[src/rtl/stb_pkg.sv]
// Store buffer shared types.
//  stb_state_e : drain controller states
//  stb_entry_t : one buffered store at the default 32-bit address/data geometry
//  cnt_w()     : width of an occupancy counter able to hold 0..depth
package stb_pkg;

  typedef enum logic [0:0] {IDLE, WRITE} stb_state_e;

  localparam int unsigned STB_ADDR_W = 32;
  localparam int unsigned STB_DATA_W = 32;

  typedef struct packed {
    logic [STB_ADDR_W-1:0]   addr;
    logic [STB_DATA_W-1:0]   data;
    logic [STB_DATA_W/8-1:0] sel;
  } stb_entry_t;

  function automatic int unsigned cnt_w(input int unsigned depth);
    return $clog2(depth) + 1;
  endfunction

endpackage

[src/rtl/stb_fwd_lookup.sv]
// Youngest-match search of the store buffer for a load.
//  ent_addr/ent_data/ent_sel : entry array, indexed by physical slot
//  rd_ptr, count             : oldest slot and number of valid entries
//  ld_addr, ld_sel           : load word address and byte mask
//  fwd_hit/fwd_data          : youngest match covers every load byte, and its data
//  ld_stall                  : youngest match exists but misses some load bytes
module stb_fwd_lookup #(
  parameter int unsigned DEPTH  = 8,
  parameter int unsigned ADDR_W = 32,
  parameter int unsigned DATA_W = 32,
  parameter int unsigned SEL_W  = DATA_W / 8,
  parameter int unsigned PTR_W  = $clog2(DEPTH),
  parameter int unsigned CNT_W  = PTR_W + 1
) (
  input  logic [DEPTH-1:0][ADDR_W-1:0] ent_addr,
  input  logic [DEPTH-1:0][DATA_W-1:0] ent_data,
  input  logic [DEPTH-1:0][SEL_W-1:0]  ent_sel,
  input  logic [PTR_W-1:0]             rd_ptr,
  input  logic [CNT_W-1:0]             count,
  input  logic [ADDR_W-1:0]            ld_addr,
  input  logic [SEL_W-1:0]             ld_sel,
  output logic                         fwd_hit,
  output logic [DATA_W-1:0]            fwd_data,
  output logic                         ld_stall
);

  logic              match_any;
  logic [SEL_W-1:0]  match_sel;
  logic [DATA_W-1:0] match_data;
  logic [PTR_W-1:0]  idx;
  logic              covered;

  always_comb begin
    match_any  = 1'b0;
    match_sel  = '0;
    match_data = '0;
    idx        = '0;
    // Walk oldest to youngest so the last match found is the youngest store.
    for (int k = 0; k < DEPTH; k++) begin
      idx = rd_ptr + PTR_W'(k);
      if ((CNT_W'(k) < count) && (ent_addr[idx][ADDR_W-1:2] == ld_addr[ADDR_W-1:2])) begin
        match_any  = 1'b1;
        match_sel  = ent_sel[idx];
        match_data = ent_data[idx];
      end
    end
  end

  assign covered  = ((match_sel & ld_sel) == ld_sel);
  assign fwd_hit  = match_any & covered;
  assign ld_stall = match_any & ~covered;
  assign fwd_data = fwd_hit ? match_data : '0;

endmodule

[src/rtl/stb_drain_unit.sv]
// Store buffer with integrated drain controller between LSU and dcache.
//  LSU push  : lsu2stb_req/addr/wdata/sel -> stb2lsu_ack
//  LSU load  : lsu2stb_ld_addr/ld_sel -> stb2lsu_fwd_hit/fwd_data/ld_stall
//  Fence     : lsu2stb_flush -> stb2lsu_flush_done (one-cycle pulse)
//  Dcache    : stb2dcache_req/addr/wdata/sel/w_en <- dcache2stb_ack
//  Status    : stb_full, stb_empty, stb_count
module stb_drain_unit
  import stb_pkg::*;
#(
  parameter int unsigned DEPTH        = 8,
  parameter int unsigned ADDR_W       = 32,
  parameter int unsigned DATA_W       = 32,
  parameter int unsigned DRAIN_THRESH = 1,
  parameter int unsigned IDLE_TIMEOUT = 16,
  localparam int unsigned SEL_W       = DATA_W / 8,
  localparam int unsigned CNT_W       = cnt_w(DEPTH)
) (
  input  logic              clk,
  input  logic              rst_n,
  input  logic              lsu2stb_req,
  input  logic [ADDR_W-1:0] lsu2stb_addr,
  input  logic [DATA_W-1:0] lsu2stb_wdata,
  input  logic [SEL_W-1:0]  lsu2stb_sel,
  output logic              stb2lsu_ack,
  input  logic [ADDR_W-1:0] lsu2stb_ld_addr,
  input  logic [SEL_W-1:0]  lsu2stb_ld_sel,
  output logic              stb2lsu_fwd_hit,
  output logic [DATA_W-1:0] stb2lsu_fwd_data,
  output logic              stb2lsu_ld_stall,
  input  logic              lsu2stb_flush,
  output logic              stb2lsu_flush_done,
  output logic              stb2dcache_req,
  output logic [ADDR_W-1:0] stb2dcache_addr,
  output logic [DATA_W-1:0] stb2dcache_wdata,
  output logic [SEL_W-1:0]  stb2dcache_sel,
  output logic              stb2dcache_w_en,
  input  logic              dcache2stb_ack,
  output logic              stb_full,
  output logic              stb_empty,
  output logic [CNT_W-1:0]  stb_count
);

  localparam int unsigned PTR_W = $clog2(DEPTH);
  localparam int unsigned TMO_W = (IDLE_TIMEOUT > 0) ? $clog2(IDLE_TIMEOUT + 1) : 1;
  localparam logic [CNT_W-1:0] FULL_CNT   = CNT_W'(DEPTH);
  localparam logic [CNT_W-1:0] THRESH_CNT = CNT_W'(DRAIN_THRESH);
  localparam logic [TMO_W-1:0] TMO_MAX    = TMO_W'(IDLE_TIMEOUT);

  logic [DEPTH-1:0][ADDR_W-1:0] addr_q;
  logic [DEPTH-1:0][DATA_W-1:0] data_q;
  logic [DEPTH-1:0][SEL_W-1:0]  sel_q;
  logic [PTR_W-1:0]             wr_ptr_q, rd_ptr_q;
  logic [CNT_W-1:0]             count_q, count_d;
  logic [TMO_W-1:0]             tmo_q;
  logic                         flush_pend_q, flush_done_q;
  stb_state_e                   state_q;

  logic push, pop, drain_go, keep_going, flush_hit;

  assign stb_full  = (count_q == FULL_CNT);
  assign stb_empty = (count_q == '0);
  // Full blocks a push even when a pop frees a slot in the same cycle.
  assign push      = lsu2stb_req & ~stb_full;
  assign pop       = (state_q == WRITE) & dcache2stb_ack;
  assign count_d   = count_q + CNT_W'(push) - CNT_W'(pop);

  assign drain_go = ~stb_empty & ((count_q >= THRESH_CNT) | flush_pend_q |
                                  ((IDLE_TIMEOUT != 0) & (tmo_q == TMO_MAX)));

  // Continue draining after an ack only while the reason to drain still holds.
  assign keep_going = (count_d != '0) &
                      (flush_pend_q | (count_d >= THRESH_CNT) |
                       ((IDLE_TIMEOUT == 0) & (DRAIN_THRESH == 1)));

  // A flush seen while already empty completes immediately.
  assign flush_hit = (flush_pend_q | lsu2stb_flush) & stb_empty;

  always_ff @(posedge clk or negedge rst_n) begin
    if (!rst_n) begin
      wr_ptr_q     <= '0;
      rd_ptr_q     <= '0;
      count_q      <= '0;
      tmo_q        <= '0;
      flush_pend_q <= 1'b0;
      flush_done_q <= 1'b0;
      state_q      <= IDLE;
    end else begin
      if (push) wr_ptr_q <= wr_ptr_q + PTR_W'(1);
      if (pop)  rd_ptr_q <= rd_ptr_q + PTR_W'(1);
      count_q      <= count_d;
      flush_done_q <= flush_hit;
      flush_pend_q <= flush_hit ? 1'b0 : (flush_pend_q | lsu2stb_flush);
      unique case (state_q)
        IDLE: begin
          if (drain_go) begin
            state_q <= WRITE;
            tmo_q   <= '0;
          end else if (stb_empty) begin
            tmo_q <= '0;
          end else if (tmo_q != TMO_MAX) begin
            tmo_q <= tmo_q + TMO_W'(1);
          end
        end
        WRITE: begin
          tmo_q <= '0;
          if (pop && !keep_going) state_q <= IDLE;
        end
        default: state_q <= IDLE;
      endcase
    end
  end

  // Entry storage needs no reset: validity is derived from rd_ptr/count.
  always_ff @(posedge clk) begin
    if (push) begin
      addr_q[wr_ptr_q] <= lsu2stb_addr;
      data_q[wr_ptr_q] <= lsu2stb_wdata;
      sel_q[wr_ptr_q]  <= lsu2stb_sel;
    end
  end

  stb_fwd_lookup #(
    .DEPTH  (DEPTH),
    .ADDR_W (ADDR_W),
    .DATA_W (DATA_W),
    .SEL_W  (SEL_W),
    .PTR_W  (PTR_W),
    .CNT_W  (CNT_W)
  ) u_fwd_lookup (
    .ent_addr (addr_q),
    .ent_data (data_q),
    .ent_sel  (sel_q),
    .rd_ptr   (rd_ptr_q),
    .count    (count_q),
    .ld_addr  (lsu2stb_ld_addr),
    .ld_sel   (lsu2stb_ld_sel),
    .fwd_hit  (stb2lsu_fwd_hit),
    .fwd_data (stb2lsu_fwd_data),
    .ld_stall (stb2lsu_ld_stall)
  );

  assign stb2lsu_ack        = push;
  assign stb2lsu_flush_done = flush_done_q;
  assign stb_count          = count_q;
  assign stb2dcache_req     = (state_q == WRITE);
  assign stb2dcache_w_en    = stb2dcache_req;
  assign stb2dcache_addr    = stb2dcache_req ? addr_q[rd_ptr_q] : '0;
  assign stb2dcache_wdata   = stb2dcache_req ? data_q[rd_ptr_q] : '0;
  assign stb2dcache_sel     = stb2dcache_req ? sel_q[rd_ptr_q]  : '0;

endmodule

[config.mk]
export PLATFORM = sky130hd
export DESIGN_NAME = stb_drain_unit
export DESIGN_NICKNAME = d
export VERILOG_FILES = /design/src/rtl/stb_pkg.sv /design/src/rtl/stb_fwd_lookup.sv /design/src/rtl/stb_drain_unit.sv
export SDC_FILE = /design/constraint.sdc
export NUM_CORES = 2
export LEC_CHECK = 0
export CAP_MARGIN = 20
export CORE_ASPECT_RATIO = 0.5
export CORE_MARGIN = 2
export CORE_UTILIZATION = 62
export CTS_CLUSTER_DIAMETER = 40
export DETAILED_ROUTE_END_ITERATION = 8
export PLACE_DENSITY = 0.78
export SYNTH_ARGS = -nofsm -noshare
export SYNTH_HDL_FRONTEND = slang
export SYNTH_SLANG_ARGS = --single-unit
[constraint.sdc]
create_clock -name clk -period 11.3 [get_ports clk]
set_clock_uncertainty 0.15 [all_clocks]
set_input_delay 2.825 -clock clk [delete_from_list [all_inputs] [get_ports clk]]
set_output_delay 2.825 -clock clk [all_outputs]
set_load 0.05 [all_outputs]
== Yosys cells after proc, flatten, opt, wreduce, memory -nomap -nowiden ==
Index checks and enable logic that the tools add are counted.
Widths: inputs -> output; s select.
Word-level totals
  logic and storage cells: 195
  register bits after elaboration: 562
Operators by class
  reduce and logical (&&, ||, !) cells: 13
  equality and inequality tests: 13
  $add $sub $neg: 11
  mux-type cells: 91
  bitwise logic cells: 16
  order comparisons: 20
Operators with widths (number)
  $bmux 32 s3: 16
  $mux 32: 28
  $bwmux 256: 2
  $eq 30x30->1: 8
  $bmux 4 s3: 8
  $demux 32 s3: 1
  $mux 4: 18
  $lt 3x4->1 const B: 9
  $bwmux 32: 1
  $lt 3x4->1 const A: 4
  $mux 5: 3
  $add 3x3->3 const B: 4
  $demux 4 s3: 1
  $mux 1: 11
  $logic_and 1x1->1: 10
  $pmux 5 s2: 1
  $ge 4x1->1 const B: 2
  $lt 1x4->1 const A: 2
  $lt 2x4->1 const A: 2
  $and 1x1->1: 7
  $add 3x1->3 const B: 2
  $add 3x2->3 const B: 2
  $add 5x1->5 const B: 1
  $eq 5x5->1 const B: 1
  14 further kinds: 20

== Logic depth before layout (Yosys ltp) ==
  depth in word-level cells: 16
  depth in mapped cells: 31
  depth with buffers taken out: 14

== By module ==
From an unflattened synthesis, not the netlist that was laid out.
Second synthesis, totals
  cells, all modules: 4043
  area total of the unflattened synthesis: 51010.2 um2
By module, submodules not included
  stb_fwd_lookup: cells an instance 3152, sequential area each 0.0 um2, area each 29634.7 um2, instances 1
  stb_drain_unit: cells an instance 891, sequential area each 16786.1 um2, area each 21375.5 um2, instances 1

== Least setup slack after synthesis ==
OpenSTA, ideal clock, no wires.
  path kind: register -> output
  start: reg rd_ptr_q[1]
  end: out stb2lsu_fwd_data[0]
  buffers on the path: 13
  stages on the path, launching flop included: 28
  data required time: 8.325 ns
  slack: 1.282 ns
  data arrival time: 7.043 ns
  path through: dfrtp_1 > buf_2 > buf_4 > buf_6 > buf_2 > buf_2 > buf_2 > buf_2 > buf_1 > clkbuf_1 > inv_1 > ha_1 > buf_2 > buf_6 > buf_6 > buf_6 > mux4_2 > xnor2_1 > mux2i_1 > or4_1 > nor4_1 > nand3_1 > inv_2 > nor2_2 > and3_1 > a2111oi_0 > o311ai_1 > a311oi_1
On the way
  longest elaborated chain between the ends: 16
RTL lines
  start, declared: RTL line stb_drain_unit.sv:52  | logic [PTR_W-1:0] wr_ptr_q, rd_ptr_q;
  start signal, assigned: RTL line stb_drain_unit.sv:89  | if (pop) rd_ptr_q <= rd_ptr_q + PTR_W'(1);
  $add 3x1->3 / $bmux 32 s3 (equally long branches): RTL line stb_fwd_lookup.sv:40, stb_fwd_lookup.sv:41
  $bmux 32 s3 / $mux 32 (equally long branches): RTL line stb_fwd_lookup.sv:41  | if ((CNT_W'(k) < count) && (ent_addr[idx][ADDR_W-1:2] == ld_addr[ADDR_W-1:2])) begin
  $mux 32 (not written as such) / $eq 30x30->1 (equally long branches): RTL line stb_fwd_lookup.sv:41
  $eq 30x30->1 / $logic_and 1x1->1 (equally long branches): RTL line stb_fwd_lookup.sv:41
  $logic_and 1x1->1 / $mux 4 (equally long branches): RTL line stb_fwd_lookup.sv:41
  $mux 4 (7 in a row): RTL line stb_fwd_lookup.sv:41
  $and 4x4->4: RTL line stb_fwd_lookup.sv:49  | assign covered = ((match_sel & ld_sel) == ld_sel);
  $eq 4x4->1: RTL line stb_fwd_lookup.sv:49
  $and 1x1->1: RTL line stb_fwd_lookup.sv:50  | assign fwd_hit = match_any & covered;
  $mux 32 *: RTL line stb_fwd_lookup.sv:52  | assign fwd_data = fwd_hit ? match_data : '0;
  end, declared: RTL line stb_drain_unit.sv:28  | output logic [DATA_W-1:0] stb2lsu_fwd_data,
Mark *: on every way between the ends. The rest lies on a longest branch, timed or not. The select of a mux whose other input is x is not followed.

== Final worst setup path ==
  start: in lsu2stb_ld_addr[3]
  end: out stb2lsu_fwd_data[23]
On the way
  longest elaborated chain between the ends: 14
RTL lines
  start, declared: RTL line stb_drain_unit.sv:25  | input logic [ADDR_W-1:0] lsu2stb_ld_addr,
  $eq 30x30->1: RTL line stb_fwd_lookup.sv:41
  $logic_and 1x1->1: RTL line stb_fwd_lookup.sv:41
  $mux 4 (8 in a row): RTL line stb_fwd_lookup.sv:41
  $and 4x4->4: RTL line stb_fwd_lookup.sv:49
  $eq 4x4->1: RTL line stb_fwd_lookup.sv:49
  $and 1x1->1: RTL line stb_fwd_lookup.sv:50
  $mux 32 *: RTL line stb_fwd_lookup.sv:52
Mark *: on every way between the ends. The rest lies on a longest branch, timed or not.

==> impl_metrics.csv <==
group,metric,value,unit
outcome,status,"complete, no violations",
final_layout,finalNetCount,3835,
synthesis,yosys.area_share.simple,0.129,
final_layout,mostFrequentLayoutCells,"nand2_1 (724), edfxtp_1 (544), mux4_2 (515), mux2i_1 (184), clkdlybuf4s50_1 (184)",
synthesis,muxShareOfSynthArea,0.316,
cts,cts_setup_buffers,0,
cts,cts_resized,0,
sta,finalCriticalPeriod,10.82,ns
cts,clkSlewWorstSetupHoldPaths,0.06,ns
run,drv_cap,0,
cts,cts_tree,"yes",
floorplanning,dieArea,71800,sq um
synthesis,avgSynthCellArea,12.0,sq um
sta,finalCritPeriodShare,0.957,
final_layout,multi_input_area,24800,sq um
detailed_routing,drc,0,
cts,cts-hold-fix-buffers,0,
synthesis,ys_ff_latch,562,
detailed_routing,ant_nets,0,
global_routing,grt_first_pass_wirelength,233,mm
sta,max_slew_margin,0.290,
final_layout,fin_util,0.708,
critical_path,cp.arrival,7.84,ns
placed_design,place_area,46700,sq um
final_layout,final_common_cell,"nand2_1",
sta,worst-slew-pin-transition,1.06,ns
critical_path,r2r.worst_path.cells,7,
synthesis,synth-edff-count,544,
detailed_routing,via_count,36200,
sta,hold_viol_final,0,
cts,cts_num_sinks,562,
sta,finalSetupViolCount,0,
detailed_routing,drt_iter0_drc,6268,
synthesis,syn_area,43100,sq um
sta,rsz0062_at_grt,"false",
floorplanning,die_w,377,microns
final_layout,syn_to_final_growth,13.1,%
critical_path,max_stage_delay,0.79,ns
critical_path,reg2reg_from,"stb_count[3]",
floorplanning,fp.dieH,191,microns
floorplanning,io_pins,221,
global_routing,grt_usage,0.449,
critical_path,cpMostUsedCell,"buf_12",
sta,fmax,92.5,MHz
cts,h-tree-depth,2,
global_routing,overflow,0,
critical_path,r2r_end,"data_q[62]",
critical_path,required,8.33,ns
final_layout,stdcell_area,48800,sq um
floorplanning,core_area,68900,sq um
sta,slew_viol_final,0,
global_routing,grt_pass1_vias,34400,
cts,clk_path_buf_depth,3,
synthesis,yosys_most_used_dff,"edfxtp_1",
synthesis,yosysWarnings,0,
synthesis,ys_seq_area_frac,0.389,
critical_path,cp_max_fo,15,
synthesis,synth_cells,3596,
critical_path,crit_chain,"clkdlybuf4s50_1 -> and2_1 -> a221oi_1 -> o21ai_0 -> nor3_1 -> nor2_1 -> nor4_1 -> buf_4 -> and3_2 -> nand3_1 -> o311a_1 -> o31ai_2 -> nand4_4 -> buf_12 -> a211oi_2 -> buf_12",
worst_hold_path,hold_path_end,"tmo_q[0]",
synthesis,syn_nets,3719,
critical_path,worstSetupStartpointType,"input pin",
cts,root_buffer,"clkbuf_16",
final_layout,layout-drive-gt1-share,0.234,
global_routing,antenna_found_initial,6,
sta,tns,0,ns
critical_path,reg2reg_slack,7.22,ns
detailed_routing,routedWlPerCell,34.5,microns
sta,worst_slack,0.483,ns
placed_design,post-dp-hpwl,109,mm
cts,numCtsBuffers,59,
critical_path,setup.worst_path.class,"in -> out",
synthesis,synth_compound_area_frac,0.0783,
floorplanning,initial_utilization,0.626,
synthesis,synthArstFlopShare,0.0320,
worst_hold_path,hp-class,"reg -> reg",
critical_path,crit_slowest_cell,"clkdlybuf4s50_1",
detailed_routing,first_pass_iters,8,
synthesis,synthAdderAreaFrac,0.00424,
final_layout,fillers,4505,
detailed_routing,vias_per_cell,7.73,
floorplanning,num_rows,68,
worst_hold_path,hold_depth,1,
detailed_routing,wirelength,161,mm
final_layout,seqCellArea,16800,sq um
synthesis,synth_xor_area_frac,0.0431,
cts,insertion_delay,0.68,ns
placed_design,pre_cts_ws,0.724,ns
synthesis,synth_top_family_by_area,"multiplexers",
placed_design,portBuffers,218,
critical_path,endpoint_kind,"primary output",
placed_design,gp_congestion,1.10,
global_routing,grt_start_max_net_pins,132,
worst_hold_path,min_from,"tmo_q[0]",
synthesis,synth_cell_types,88,
## cell usage after synthesis (10+ instances only)
cell	instances	area [sq um]
nand2_1	724	2720
edfxtp_1	544	16300
mux4_2	515	11600
mux2i_1	184	1840
xnor2_1	184	1610
clkbuf_1	135	507
nand3_1	133	666
nor2_1	131	492
a21oi_1	97	485
buf_2	95	475
a31oi_1	76	475
nand4_1	50	313
nor3_1	49	245
nand2b_1	48	300
o21ai_0	45	225
buf_1	38	143
a2111oi_0	33	289
a22oi_1	32	240
inv_1	30	113
o22ai_1	28	175
xor2_1	28	245
buf_4	25	188
a211oi_2	24	300
and2_1	23	144
and3_1	22	138
buf_6	19	214
dfrtp_1	18	450
mux2_2	16	180
a211oi_1	15	113
nor4_1	15	93.8
a221oi_1	14	123
nor2b_1	14	87.6
ha_1	13	163
o2111ai_1	13	114
o221ai_1	10	87.6
## registers in the layout, indices dropped and copies added (netlist names)
name / cells
addr_q: 256
data_q: 256
sel_q: 32
tmo_q: 5
stb_count: 4
rd_ptr_q: 3
wr_ptr_q: 3
flush_pend_q: 1
stb2dcache_req: 1
stb2lsu_flush_done: 1
## kinds of logic (layout without fill, tap and decap cells)
| family | after synthesis | count (layout) |
|---|---|---|
| AND/OR/NAND/NOR | 1257 | 1257 |
| multiplexers | 717 | 717 |
| flip-flops | 562 | 562 |
| AO/OA/AOI/OAI | 476 | 476 |
| buffers and inverters | 358 | 524 |
| XOR/XNOR | 212 | 212 |
| adder cells (fa/ha/maj) | 14 | 14 |
| other | 0 | 7 |
## critical path: cells and delay by family
| kind | cells | cell delay [ns] |
|---|---|---|
| AND/OR/NAND/NOR | 7 | 1.85 |
| buffers and inverters | 4 | 1.48 |
| AO/OA/AOI/OAI | 5 | 1.65 |
## how the worst max path moves through the flow
stage,start,end,depth (start not counted)
6_report,lsu2stb_ld_addr[3],stb2lsu_fwd_data[23],16
5_1_grt,lsu2stb_ld_addr[14],stb2lsu_fwd_data[23],14
4_1_cts,lsu2stb_ld_addr[14],stb2lsu_fwd_data[23],14
3_5_place_dp,lsu2stb_ld_addr[14],stb2lsu_fwd_data[23],14
3_3_place_gp,lsu2stb_ld_addr[14],stb2lsu_fwd_data[27],14
2_1_floorplan,rd_ptr_q[1],stb2lsu_fwd_data[0],27
## layer usage
layer,share of wire,GRT usage,up-vias
li1,-,-,14400
met1,0.35,0.606,17900
met2,0.45,0.692,3249
met3,0.15,0.122,667
met4,0.057,0.198,2
met5,0.000081,0,-
## per-stage QoR
step / std cells / hold WS [ns]
CTS: 4671 / 0.352
detailed placement: 4560 / 0.344
global placement: 4560 / 0.322
global route: 4676 / 0.368
floorplan: 3596 / 0.303
finish: 4679 / 0.348
## final cells by class
| class | count | share of cell area |
|---|---|---|
| antenna | 7 | 0.000359 |
| clock buffer | 64 | 0.0307 |
| clock inverter | 47 | 0.0112 |
| inverter | 46 | 0.00357 |
| multi-input combinational | 2676 | 0.509 |
| sequential | 562 | 0.344 |
| tap | 910 | 0.0234 |
| timing repair buffer | 367 | 0.0774 |
Power is not shown: default switching activity piles up to over one toggle a cycle in this logic, so the estimate is an artifact.
